### src/rtl/uart_pkg.sv
// Shared UART definitions: MMIO offsets, RX status bit positions and receiver state encoding.
package uart_pkg;

    localparam logic [15:0] MMIO_TX_OFS        = 16'h0100;
    localparam logic [15:0] MMIO_RX_DATA_OFS   = 16'h0104;
    localparam logic [15:0] MMIO_RX_STATUS_OFS = 16'h0108;

    localparam int ST_NONEMPTY_BIT  = 0;
    localparam int ST_FULL_BIT      = 1;
    localparam int ST_FRAME_ERR_BIT = 2;
    localparam int ST_OVERRUN_BIT   = 3;

    // DATA read on an empty receiver: bit 8 flags "no byte"
    localparam logic [31:0] RX_EMPTY_WORD = 32'h0000_0100;

    typedef enum logic [2:0] {
        RX_IDLE,
        RX_START,
        RX_DATA,
        RX_STOP,
        RX_WAIT_IDLE
    } rx_state_e;

endpackage

### src/rtl/uart_rx_fifo.sv
// Synchronous byte FIFO of 2^DEPTH_LOG entries; a push into a full FIFO is accepted when a pop
// happens in the same cycle, otherwise it is dropped and reported on `drop`.
module uart_rx_fifo
    import uart_pkg::*;
#(
    parameter int DEPTH_LOG = 4
) (
    input  logic       clk,
    input  logic       rst,
    input  logic       push,
    input  logic [7:0] wdata,
    input  logic       pop,
    output logic [7:0] rdata,
    output logic       full,
    output logic       empty,
    output logic       drop
);

    localparam int DEPTH = 1 << DEPTH_LOG;

    logic [7:0]           mem_q [DEPTH];
    logic [DEPTH_LOG-1:0] wr_ptr_q, wr_ptr_d;
    logic [DEPTH_LOG-1:0] rd_ptr_q, rd_ptr_d;
    logic [DEPTH_LOG:0]   count_q, count_d;
    logic                 do_push, do_pop;

    assign full    = (count_q == (DEPTH_LOG + 1)'(DEPTH));
    assign empty   = (count_q == '0);
    assign do_pop  = pop && !empty;
    assign do_push = push && (!full || do_pop);
    assign drop    = push && !do_push;
    assign rdata   = mem_q[rd_ptr_q];

    // NOTE: every signal assigned in always_comb gets its default first, so no path infers a latch.
    always_comb begin
        wr_ptr_d = wr_ptr_q;
        rd_ptr_d = rd_ptr_q;
        count_d  = count_q;
        if (do_push) wr_ptr_d = wr_ptr_q + 1'b1;
        if (do_pop)  rd_ptr_d = rd_ptr_q + 1'b1;
        case ({do_push, do_pop})
            2'b10:   count_d = count_q + 1'b1;
            2'b01:   count_d = count_q - 1'b1;
            default: count_d = count_q;
        endcase
    end

    // NOTE: sequential state uses non-blocking assignments so every flop samples pre-edge values.
    always_ff @(posedge clk) begin
        if (rst) begin
            wr_ptr_q <= '0;
            rd_ptr_q <= '0;
            count_q  <= '0;
        end else begin
            wr_ptr_q <= wr_ptr_d;
            rd_ptr_q <= rd_ptr_d;
            count_q  <= count_d;
        end
    end

    // NOTE: storage is deliberately not reset; the pointers and count alone decide what is valid.
    always_ff @(posedge clk) begin
        if (do_push) mem_q[wr_ptr_q] <= wdata;
    end

endmodule

### src/rtl/uart_rx_mmio.sv
// Memory-mapped 8N1 UART receiver with one-cycle MMIO read return. Define UART_RX_MMIO_FIFO_EN
// for a 2^FIFO_DEPTH_LOG-entry byte FIFO; otherwise a single holding register is used.
module uart_rx_mmio
    import uart_pkg::*;
#(
    parameter int SERIAL_WCNT    = 120,
    parameter int FIFO_DEPTH_LOG = 4
) (
    input  logic        clk,
    input  logic        rst,
    input  logic        rxd,
    input  logic        oe,
    input  logic [15:0] addr,
    output logic [31:0] rdata,
    output logic        valid,
    output logic        nonempty
);

    localparam int CNT_W = $clog2(SERIAL_WCNT);

    rx_state_e  state_q, state_d;
    logic [CNT_W-1:0] cnt_q, cnt_d;
    logic [2:0] bit_q, bit_d;
    logic [7:0] shift_q, shift_d;
    logic       sync1_q, sync2_q;
    logic       frame_err_q, frame_err_d;
    logic       overrun_q, overrun_d;
    logic [31:0] rdata_q, rdata_d;
    logic       valid_q;
    logic       push, frame_err_set, pop, status_rd, cnt_zero;
    logic [7:0] fifo_rdata;
    logic       fifo_full, fifo_empty, fifo_drop;

    assign cnt_zero = (cnt_q == '0);

    always_comb begin
        state_d       = state_q;
        cnt_d         = cnt_q;
        bit_d         = bit_q;
        shift_d       = shift_q;
        push          = 1'b0;
        frame_err_set = 1'b0;
        case (state_q)
            RX_IDLE: if (!sync2_q) begin
                state_d = RX_START;
                bit_d   = '0;
                cnt_d   = CNT_W'(SERIAL_WCNT / 2 - 1);
            end
            RX_START: if (!cnt_zero) begin
                cnt_d = cnt_q - 1'b1;
            end else if (sync2_q) begin
                state_d = RX_IDLE;
            end else begin
                state_d = RX_DATA;
                cnt_d   = CNT_W'(SERIAL_WCNT - 1);
            end
            RX_DATA: if (!cnt_zero) begin
                cnt_d = cnt_q - 1'b1;
            end else begin
                shift_d = {sync2_q, shift_q[7:1]};
                bit_d   = bit_q + 3'd1;
                cnt_d   = CNT_W'(SERIAL_WCNT - 1);
                if (bit_q == 3'd7) state_d = RX_STOP;
            end
            RX_STOP: if (!cnt_zero) begin
                cnt_d = cnt_q - 1'b1;
            end else if (sync2_q) begin
                push    = 1'b1;
                state_d = RX_IDLE;
            end else begin
                frame_err_set = 1'b1;
                state_d       = RX_WAIT_IDLE;
            end
            RX_WAIT_IDLE: if (sync2_q) state_d = RX_IDLE;
            default: state_d = RX_IDLE;
        endcase
    end

`ifdef UART_RX_MMIO_FIFO_EN
    uart_rx_fifo #(.DEPTH_LOG(FIFO_DEPTH_LOG)) u_fifo (
        .clk   (clk),
        .rst   (rst),
        .push  (push),
        .wdata (shift_q),
        .pop   (pop),
        .rdata (fifo_rdata),
        .full  (fifo_full),
        .empty (fifo_empty),
        .drop  (fifo_drop)
    );
`else
    logic       hold_full_q, hold_full_d;
    logic [7:0] hold_byte_q, hold_byte_d;

    always_comb begin
        hold_full_d = hold_full_q;
        hold_byte_d = hold_byte_q;
        fifo_drop   = 1'b0;
        if (push && (!hold_full_q || pop)) begin
            hold_byte_d = shift_q;
            hold_full_d = 1'b1;
        end else if (push) begin
            fifo_drop = 1'b1;
        end else if (pop) begin
            hold_full_d = 1'b0;
        end
    end

    always_ff @(posedge clk) begin
        if (rst) begin
            hold_full_q <= 1'b0;
            hold_byte_q <= '0;
        end else begin
            hold_full_q <= hold_full_d;
            hold_byte_q <= hold_byte_d;
        end
    end

    assign fifo_rdata = hold_byte_q;
    assign fifo_full  = hold_full_q;
    assign fifo_empty = !hold_full_q;
`endif

    assign pop       = oe && (addr == MMIO_RX_DATA_OFS) && !fifo_empty;
    assign status_rd = oe && (addr == MMIO_RX_STATUS_OFS);

    // Flag set events outrank the clear-on-read of STATUS in the same cycle.
    always_comb begin
        frame_err_d = frame_err_set || (frame_err_q && !status_rd);
        overrun_d   = fifo_drop || (overrun_q && !status_rd);
        rdata_d     = '0;
        if (oe) begin
            case (addr)
                MMIO_RX_DATA_OFS:
                    rdata_d = fifo_empty ? RX_EMPTY_WORD : {24'h0, fifo_rdata};
                MMIO_RX_STATUS_OFS: begin
                    rdata_d[ST_NONEMPTY_BIT]  = !fifo_empty;
                    rdata_d[ST_FULL_BIT]      = fifo_full;
                    rdata_d[ST_FRAME_ERR_BIT] = frame_err_q;
                    rdata_d[ST_OVERRUN_BIT]   = overrun_q;
                end
                default: rdata_d = '0;
            endcase
        end
    end

    always_ff @(posedge clk) begin
        if (rst) begin
            state_q     <= RX_IDLE;
            cnt_q       <= '0;
            bit_q       <= '0;
            shift_q     <= '0;
            sync1_q     <= 1'b1;
            sync2_q     <= 1'b1;
            frame_err_q <= 1'b0;
            overrun_q   <= 1'b0;
            rdata_q     <= '0;
            valid_q     <= 1'b0;
        end else begin
            state_q     <= state_d;
            cnt_q       <= cnt_d;
            bit_q       <= bit_d;
            shift_q     <= shift_d;
            sync1_q     <= rxd;
            sync2_q     <= sync1_q;
            frame_err_q <= frame_err_d;
            overrun_q   <= overrun_d;
            rdata_q     <= rdata_d;
            valid_q     <= oe;
        end
    end

    assign rdata    = rdata_q;
    assign valid    = valid_q;
    assign nonempty = !fifo_empty;

endmodule

### config.mk
export PLATFORM = sky130hd
export DESIGN_NAME = uart_rx_mmio
export DESIGN_NICKNAME = d
export VERILOG_FILES = /design/src/rtl/uart_pkg.sv /design/src/rtl/uart_rx_fifo.sv /design/src/rtl/uart_rx_mmio.sv
export SDC_FILE = /design/constraint.sdc
export NUM_CORES = 1
export LEC_CHECK = 0
export BUFFER_PORTS_ARGS = -buffer_cell sky130_fd_sc_hd__buf_2
export CORE_MARGIN = 2
export CORE_UTILIZATION = 55
export CTS_BUF_LIST = sky130_fd_sc_hd__clkbuf_4
export DETAILED_ROUTE_END_ITERATION = 8
export PLACE_DENSITY = 0.8
export SETUP_SLACK_MARGIN = 0.05
export SYNTH_ARGS = -nofsm -noshare
export SYNTH_HDL_FRONTEND = slang
export SYNTH_HIERARCHICAL = 1
export SYNTH_SLANG_ARGS = --single-unit
export TNS_END_PERCENT = 1
### constraint.sdc
create_clock -name clk -period 2.1 [get_ports clk]
set_input_delay 0.42 -clock clk [delete_from_list [all_inputs] [get_ports clk]]
set_output_delay 0.42 -clock clk [all_outputs]
set_load 0.01 [all_outputs]
### After elaboration in Yosys (flattened, before gate mapping)

Cells that the tools add are included.

* bits in registers: 67
* output and inout port bits: 34

* add/subtract/negate cells: 2
* equality and inequality tests: 16
* mux-type cells: 31
* bitwise gates (word level): 3
* reduce and logical (&&, ||, !) cells: 24

Operator list (count)
* $mux 7: 5
* $eq 16x9->1 const B: 2
* $pmux 7 s4: 1
* $mux 3: 9
* $pmux 3 s5: 1
* $ne 2x2->1 const B: 7
* $mux 1: 11
* $mux 9: 1
* $pmux 4 s2: 1
* $logic_not 7->1: 1
* $sub 7x1->7 const B: 1
* $eq 3x2->1 const B: 2
* $eq 3x3->1 const B: 2
* $logic_and 1x1->1: 6
* $pmux 3 s2: 1
* $reduce_and 6->1: 1
* $reduce_and 2->1: 2
* $reduce_and 4->1: 1
* $reduce_bool 2->1: 2
* $reduce_bool 4->1: 1
* $reduce_or 4->1: 1
* $add 3x1->3 const B: 1
* $eq 3x1->1 const B: 1
* $logic_not 3->1: 1
* other kinds (9): 14

### Longest topological paths before layout

Gate-level depths: netlist of run 1.

* depth in word-level cells: 7
* depth in mapped cells: 7
* depth with buffers taken out: 6

### Worst setup path before layout of run 1

No wires, ideal clock.

* path type: in2reg
* start: input port addr[5]
* end: register hold_byte_q[0], in the netlist fifo_rdata[0]
* data arrival time: 1.752 ns
* data required time: 2.028 ns
* path slack: 0.276 ns
* stages: 4
* buffers on the path: 0
* cell sequence: nor4_4 > nand4_2 > o41ai_4 > mux2i_1

* cells in the longest elaborated chain, start to end: 5

RTL lines
* start, declared: RTL line uart_rx_mmio.sv:13 `input logic [15:0] addr,`
* $eq 16x9->1: RTL line uart_rx_mmio.sv:124 `assign pop = oe && (addr == MMIO_RX_DATA_OFS) && !fifo_empty;`
* $logic_and 1x1->1 (2 in series): RTL line uart_rx_mmio.sv:124
* $logic_or 1x1->1: RTL line uart_rx_mmio.sv:99 `if (push && (!hold_full_q || pop)) begin`
* $logic_and 1x1->1: RTL line uart_rx_mmio.sv:99
* end signal, assigned: RTL line uart_rx_mmio.sv:115 `hold_byte_q <= hold_byte_d;`
* end, declared: RTL line uart_rx_mmio.sv:93 `logic [7:0] hold_byte_q, hold_byte_d;`

Every way passes these cells.
A chain may end at the register's enable or synchronous reset.

### Worst setup path in the final report of run 1

* start: register cnt_q[0]
* end: register hold_byte_q[5], in the netlist fifo_rdata[5]

* cells in the longest elaborated chain, start to end: 4

RTL lines
* start, declared: RTL line uart_rx_mmio.sv:22 `logic [CNT_W-1:0] cnt_q, cnt_d;`
* start signal, assigned: RTL line uart_rx_mmio.sv:161 `cnt_q <= cnt_d;`
* $logic_not 7->1: RTL line uart_rx_mmio.sv:34 `assign cnt_zero = (cnt_q == '0);`
* $mux 1: RTL line uart_rx_mmio.sv:65 `RX_STOP: if (!cnt_zero) begin`
* $mux 1: RTL line uart_rx_mmio.sv:43 `case (state_q)`
* $logic_and 1x1->1: RTL line uart_rx_mmio.sv:99

Every way passes these cells.

==> metrics, run 1 <==
DR WL met3=337 um; Synth top area share=38.6%; status=completed; chip height=68.4 um; Slew headroom=53.0%; xor/xnor cell area share of the yosys netlist=0%; GPL Wtd Cong=0.899; # port buffers=30; TritonCTS sink count=44; CTS HTree Levels=2; I/O pins=54; final instance area=0.00251 mm^2; CTS root buffer=clkbuf_4; GRT Util Overall=20.1%; hold crit path type=in -> reg; Synth cell types=55; Setup CP Type=reg -> reg; Via density=5.53; worst setup margin=166 ps; Die Span X=68.4 um; hold path startpoint=rxd; register area share after synthesis=38.6%; Period minus WS final=1930 ps; multiplexer share of the synthesized area=7.89%; Avg Cell Area, Syn=9.13 um^2; routed len/inst=13.1 um; first-pass GRT wire length=7130 um; largest net degree at the start of global routing=17; LEAKAGE=1.12 nW; pre-CTS WS=-120 ps; yosys warns=6; Yosys top cell by area=dfxtp_1; Worst-Skew Late Latency=360 ps; maximum vdd ir drop=0.392 mV; Syn-to-layout area delta=9.87%; Top Layer Used=met4; DRC=0; # rows=23; Post-Syn Area=0.00228 mm^2; fill cell count=349; unrepaired setup endpoints after global routing=yes; #FFs+latches synth=44; Simple-Gate Fraction of Synth Area=25.7%; core area=0.00400 mm^2; ANT nets after route=0; Synth Instances=250; vias in the first global route=1,578; Synth Area in Adders=2.19%; Worst Path Required=2390 ps; Die ar.=0.00468 mm^2; maxcap violations=0; n_diodes=0; Initial Utilization=57.1%; layout cells sized above 1=22.5%; final core utilization=62.7%; Final Skew=9.95 ps; router iterations before antenna repair=4; PwrDens=689 mW/mm^2; met2 wire len=2050 um; via count=1,846; PostCTS Resize Cnt=0; final net count=307; total grt overflow=0; CTS Buffer Depth=2; placed inst area=0.00241 mm^2; final period utilization=92.1%; cts hold-fix bufs=0; Metal-1 WL=1920 um; synth top area cells=dfxtp_1, mux2i_1, buf_4; final hold violation count=0; f_max=517 MHz; Post-synth EDFFs=0; compound-cell area share of the yosys netlist=14.1%; startpoint type of the worst setup path=flip-flop; crit path DAT=2220 ps; Least-Margin Pin Slew=702 ps; initial antenna violation count=0; ys async rst share=0%; hpwl dp=3300 um; crit-path max FO=8; r2r startpoint=cnt_q[0]$_SDFFE_PP0P_; Critical Path Sink Type=flip-flop; Synth Flop Type=dfxtp_1; CTS Buf Count=5; combinational family with the most area after synthesis=simple AND/OR/NAND/NOR gates; Final Setup Violations=0; Reg clk slew, reported paths=130 ps; CTS tree=yes; fin. max-slew vios=0; drt total wl=4370 um; violation count after the first detailed-routing iteration=69; Critical Path Source=cnt_q[0]$_SDFFE_PP0P_
==> worst paths after layout <==
check / endpoint / slack [ps] / depth (start not counted)
hold reg to reg: sync2_q$_SDFF_PP1_ / 420 / 1
hold / removal: sync1_q$_SDFF_PP1_ / 240 / 2
setup / recovery: fifo_rdata[5]$_SDFFE_PP0P_ / 170 / 6
setup reg to reg: fifo_rdata[5]$_SDFFE_PP0P_ / 170 / 6
==> routing by layer <==
metal  vias up  track usage (%)
li1        930                -
met2        84             31.9
met4         0             9.50
met3         7             3.95
met1       825             26.1
met5         -                0
==> cell usage in the layout (no fill, tap or decap), types with 4 or more instances in the layout <==
cell,instances
or2_2,4
conb_1,23
nor3_1,7
ha_1,4
o21ai_0,7
nand4_1,8
nor2_1,15
and3_1,6
buf_4,10
buf_2,30
a21oi_1,8
mux2i_1,18
nand2_1,25
nand3_1,5
clkbuf_4,5
dfxtp_1,44
inv_1,8
==> cells by family after synthesis <==
kind of cell / Yosys count
compound gates: 43
flops: 44
mux: 18
buf+inv: 44
other cells: 1
fa+ha+maj: 4
simple gates: 96
==> power breakdown <==
part	switching [W]	internal (W)	leakage, nW
Clock	0.000285	0.000255	0.0454
Combinational	0.000187	0.000117	0.720
Sequential	0.0000294	0.000855	0.356
==> metrics by stage <==
| stage | cells | total power [W] | setup TNS [ps] | hold slack, ps |
|---|---|---|---|---|
| after global routing | 334 | 0.00181 | 0 | 221 |
| final | 334 | 0.00173 | 0 | 240 |
| after CTS | 333 | 0.00173 | 0 | 228 |
| after detailed placement | 325 | 0.00120 | -634 | 393 |
| after global placement | 325 | 0.00120 | 0 | 396 |
| after floorplan | 272 | 0.00114 | 0 | 389 |
==> Yosys cell counts (3+ instances only) <==
master and instances:
mux2i_1 18, o211ai_1 3, a21oi_1 8, inv_1 8, o21ai_0 7, and3_1 6, or2_2 4, buf_4 24
buf_2 4, clkbuf_1 7, or3_1 3, nand4_1 8, dfxtp_1 44, ha_1 4, nand3_1 5, a32oi_1 3
nand2_1 25, nor3_1 7, nor2_1 15
==> sequential cells by signal, indices dropped and copies added (netlist names) <==
signal / flops
state_q: 3
frame_err_q: 1
overrun_q: 1
fifo_rdata: 8
nonempty: 1
sync2_q: 1
sync1_q: 1
rdata: 9
valid: 1
bit_q: 3
cnt_q: 7
shift_q: 8
==> worst max-delay path: stages (launching register included) <==
cell     delay [ps]
dfxtp_1         340
inv_1           100
ha_1            200
nor3b_2         200
nand2_1         150
o41ai_4         600
mux2i_1         270
==> final cells by class <==
cell class | instances | area, um^2 | area share (%)
repair buffers | 40 | 225 | 8.98
well taps | 50 | 62.6 | 2.50
clock inverters | 3 | 47.5 | 1.90
clock buffers | 5 | 37.5 | 1.50
multi-input cells | 184 | 1220 | 48.8
flip-flops and latches | 44 | 881 | 35.1
inverters | 8 | 30.0 | 1.20
==> what timing repair did <==
action	in CTS	in global routing
pin swaps	1	0
endpoints found under the setup margin	1	10
setup buffers	0	1
(Power assumes the default switching activity.)
==> inputs of run 2 (changes only) <==
--- a/config.mk
+++ b/config.mk
@@ -6,8 +6,10 @@
 export NUM_CORES = 1
 export LEC_CHECK = 0
 export BUFFER_PORTS_ARGS = -buffer_cell sky130_fd_sc_hd__buf_2
+export CELL_PAD_IN_SITES_DETAIL_PLACEMENT = 1
+export CELL_PAD_IN_SITES_GLOBAL_PLACEMENT = 1
 export CORE_MARGIN = 2
-export CORE_UTILIZATION = 55
+export CORE_UTILIZATION = 41
 export CTS_BUF_LIST = sky130_fd_sc_hd__clkbuf_4
 export DETAILED_ROUTE_END_ITERATION = 8
 export PLACE_DENSITY = 0.8
==> metrics, run 2 (synthesized netlist as in run 1, its figures left out) <==
Critical Path Sink Type=flip-flop; I/O pins=54; startpoint type of the worst setup path=flip-flop; drt total wl=5330 um; CTS root buffer=clkbuf_4; hold slack=248 ps; Die ar.=0.00618 mm^2; GRT Util Overall=17.5%; first-pass GRT wire length=8660 um; layout cells sized above 1=23.6%; hold crit path type=in -> reg; Worst Path Required=2390 ps; Worst-Skew Late Latency=350 ps; routed len/inst=15.0 um; Final Skew=10.7 ps; router iterations before antenna repair=4; crit-path max FO=8; # port buffers=30; initial antenna violation count=0; Die Span X=78.6 um; PwrDens=684 mW/mm^2; unrepaired setup endpoints after global routing=no; TritonCTS sink count=44; f_max=518 MHz; Via density=5.30; CTS Buffer Depth=2; via count=1,888; pre-CTS WS=-93.3 ps; fin. max-slew vios=0; Reg clk slew, reported paths=140 ps; max reg flops=9; final hold violation count=0; CTS HTree Levels=2; Period minus WS final=1930 ps; status=completed; chip height=78.6 um; largest net degree at the start of global routing=17; hpwl dp=4040 um; worst setup margin=171 ps; Least-Margin Pin Slew=729 ps; final period utilization=91.9%; Slew headroom=51.2%; CTS Buf Count=5; total grt overflow=0; Initial Utilization=42.0%; # rows=27; core area=0.00544 mm^2; crit path DAT=2220 ps; DRC=0; maximum vdd ir drop=0.238 mV; final net count=307; ANT nets after route=0; fill cell count=681; Final Setup Violations=0; vias in the first global route=1,823; commonest non-fill, non-tap cell in the layout=dfxtp_1; Setup CP Type=reg -> reg; n_diodes=0; violation count after the first detailed-routing iteration=173; maxcap violations=0; CTS tree=yes; most frequent cells in the layout=dfxtp_1, buf_2, nand2_1; Syn-to-layout area delta=11.4%; LEAKAGE=1.12 nW; GPL Wtd Cong=0.808
==> run 2: area by class of cell <==
type,count,area [um^2],area share (%)
timing repair buffer,40,225,8.86
multi-input combinational,184,1230,48.6
sequential,44,882,34.7
inverter,8,30.0,1.18
clock buffer,5,37.5,1.48
tap,72,90.1,3.54
clock inverter,3,42.5,1.67
==> run 2: final timing paths <==
path	slack [ps]	from	endpoint	cells past startpoint
worst max-delay path	170	cnt_q[1]$_SDFFE_PP0P_	fifo_rdata[1]$_SDFFE_PP0P_	6
worst min register to register	430	sync1_q$_SDFF_PP1_	sync2_q$_SDFF_PP1_	1
worst min-delay path	250	rxd	sync1_q$_SDFF_PP1_	2
worst max register to register	170	cnt_q[1]$_SDFFE_PP0P_	fifo_rdata[1]$_SDFFE_PP0P_	6
==> run 2: critical path, stage by stage (launching register included) <==
cell and delay (ps):
dfxtp_1 340, inv_1 90, ha_2 210, nor3b_4 220, nand2_2 130, o41ai_4 610, mux2i_1 270
==> run 2: timing repair <==
action | 4_1_cts | 5_1_grt
gates resized for setup | 0 | 5
setup endpoints to repair | 8 | 16
hold buffers | 0 | 0
cloned | 0 | 0
pin swaps | 1 | 0
setup buffers | 0 | 1
endpoints found under the hold margin | 0 | 0
==> run 2: layer usage <==
metal,wire length [um],vias up,part of all wire [%],global-route usage (%)
met5,0,-,0,0
met4,57,0,1.1,4.56
met3,263,6,4.9,3.10
met2,2660,62,50,31.2
met1,2350,893,44,21.6
li1,-,927,-,-
==> run 2: where the power goes <==
| group | total, W | internal [W] | leakage, nW | switching, W |
|---|---|---|---|---|
| combinational | 0.000323 | 0.000123 | 0.722 | 0.000200 |
| sequential | 0.000888 | 0.000855 | 0.357 | 0.0000325 |
| clock | 0.000528 | 0.000249 | 0.0428 | 0.000279 |
==> run 2: through the flow <==
step                total power (W)  cells  utilization [%]  cell area [um^2]  TNS (ps)
floorplan                   0.00114    272                -              2360         0
finish                      0.00174    356             46.7              2540         0
global placement            0.00120    347             44.9              2440         0
detailed placement          0.00122    347             44.9              2440      -590
global route                0.00183    356             46.7              2540         0
CTS                         0.00175    355             46.4              2520         0
==> inputs of run 3 (changes only) <==
--- a/config.mk
+++ b/config.mk
@@ -5,7 +5,7 @@
 export SDC_FILE = /design/constraint.sdc
 export NUM_CORES = 1
 export LEC_CHECK = 0
-export BUFFER_PORTS_ARGS = -buffer_cell sky130_fd_sc_hd__buf_2
+export BUFFER_PORTS_ARGS = -buffer_cell sky130_fd_sc_hd__buf_4
 export CELL_PAD_IN_SITES_DETAIL_PLACEMENT = 1
 export CELL_PAD_IN_SITES_GLOBAL_PLACEMENT = 1
 export CORE_MARGIN = 2
==> metrics, run 3 (synthesized netlist as in run 1, its figures left out) <==
crit-path cells=inv_1, ha_2, nor3b_4, nand2_2, o41ai_4, mux2i_1; layout cells sized above 1=24.7%; DRC=0; # rows=27; Critical Path Sink Type=flip-flop; # port buffers=30; final period utilization=92.0%; Via density=5.35; Hold Crit Depth=2; CTS root buffer=clkbuf_4; Final Setup Violations=0; hpwl dp=3930 um; Finished Layout Cells=359; Setup CP Type=reg -> reg; final net count=310; r2r startpoint=cnt_q[1]$_SDFFE_PP0P_; cts hold-fix bufs=0; routed len/inst=14.8 um; met3 Usage GRT=3.79%; crit path DAT=2230 ps; CTS tree=yes; crit-path max FO=8; Die ar.=0.00618 mm^2; most frequent cells in the layout=dfxtp_1, buf_4, nand2_1; final setup TNS=0 ps; Worst-Skew Late Latency=370 ps; Die Span X=78.6 um; max reg flops=9; TritonCTS sink count=44; M2 GR Usage=29.3%; Syn-to-layout area delta=15.8%; PwrDens=678 mW/mm^2; status=completed; Final Skew=10.2 ps; hold endpoint=sync1_q$_SDFF_PP1_; violation count after the first detailed-routing iteration=68; initial antenna violation count=0; GRT Util Overall=17.9%; Reg2Reg Setup Slack=170 ps; total grt overflow=0; largest net degree at the start of global routing=19; R2R depth=6; unrepaired setup endpoints after global routing=yes; vias in the first global route=1,845; hold crit path type=in -> reg; Initial Utilization=42.0%; Worst path max stage delay=600 ps; placed instance count=350; Reg clk slew, reported paths=130 ps; drt total wl=5330 um; CTS Buf Count=5; via count=1,922; Least-Margin Pin Slew=720 ps; hold path startpoint=rxd; FF-to-FF End=fifo_rdata[5]$_SDFFE_PP0P_; fin. max-slew vios=0; n_diodes=0; core area=0.00544 mm^2; router iterations before antenna repair=4; final hold violation count=0; Worst Path Required=2400 ps; CTS HTree Levels=2; CP max-delay cell=o41ai_4; startpoint type of the worst setup path=flip-flop; GRT met1 Usage=23.1%; maxcap violations=0; I/O pins=54; Period minus WS final=1930 ps; f_max=518 MHz; final core utilization=48.6%; Slew headroom=51.8%; first-pass GRT wire length=8820 um; GR peak layer=met2; maximum vdd ir drop=0.336 mV; Pwr Total=0.00179 W; ANT nets after route=0; chip height=78.6 um; LEAKAGE=1.15 nW; GPL Wtd Cong=0.832; CTS Buffer Depth=2
==> run 3: changes by cell type in the layout (fill, tap and decap cells not counted), sizes merged <==
cell      change
buf           +3
clkinv        -2
clkinvlp      +1
inv           +1
==> run 3: worst max path at each step <==
stage                          startpoint                    endpoint  cells after the start
global route        cnt_q[1]$_SDFFE_PP0P_  fifo_rdata[5]$_SDFFE_PP0P_                      6
floorplan                         addr[5]  fifo_rdata[0]$_SDFFE_PP0P_                      4
CTS                 cnt_q[0]$_SDFFE_PP0P_     shift_q[0]$_SDFFE_PP0P_                      7
finish              cnt_q[1]$_SDFFE_PP0P_  fifo_rdata[5]$_SDFFE_PP0P_                      6
detailed placement                addr[3]  fifo_rdata[0]$_SDFFE_PP0P_                      5
global placement                  addr[1]  fifo_rdata[5]$_SDFFE_PP0P_                      5
==> run 3: timing repair <==
| action | CTS | global route |
|---|---|---|
| endpoints found under the setup margin | 8 | 17 |
| setup buffers | 0 | 1 |
| pin swaps | 1 | 0 |
| gates resized for setup | 0 | 5 |
==> run 3: worst max-delay path, delay by kind of cell (launching register included) <==
family | cells | cell delay (ps)
AO/OA/AOI/OAI | 1 | 600
adder cells (fa/ha/maj) | 1 | 210
buffers and inverters | 1 | 90
flip-flops | 1 | 340
multiplexers | 1 | 250
AND/OR/NAND/NOR | 2 | 370
==> run 3: power by group <==
group          total (W)  switching (W)  internal, W  leakage (nW)
Clock           0.000557       0.000302     0.000255        0.0418
Sequential      0.000887      0.0000320     0.000855         0.357
Combinational   0.000350       0.000207     0.000142         0.752
==> run 3: metal layers <==
layer	vias up	wire length [um]
met2	62	2530
met3	8	358
li1	929	-
met4	0	95
met1	923	2350
met5	-	0
==> run 3: per-stage QoR <==
step           setup slack [ps]  hold WS (ps)  instance area (um^2)
2_1_floorplan               276           389                  2360
3_3_place_gp               22.1           393                  2540
3_5_place_dp              -63.8           403                  2540
4_1_cts                    64.8           219                  2620
5_1_grt                   -6.51           216                  2640
6_report                    168           234                  2640
==> run 3: final cells by class <==
cell class                      instances  area [um^2]
Fill cell                             674         2800
Multi-Input combinational cell        184         1230
Sequential cell                        44          882
Timing Repair Buffer                   43          323
Tap cell                               72         90.1
Clock inverter                          3         46.3
Clock buffer                            5         37.5
Inverter                                8         30.0
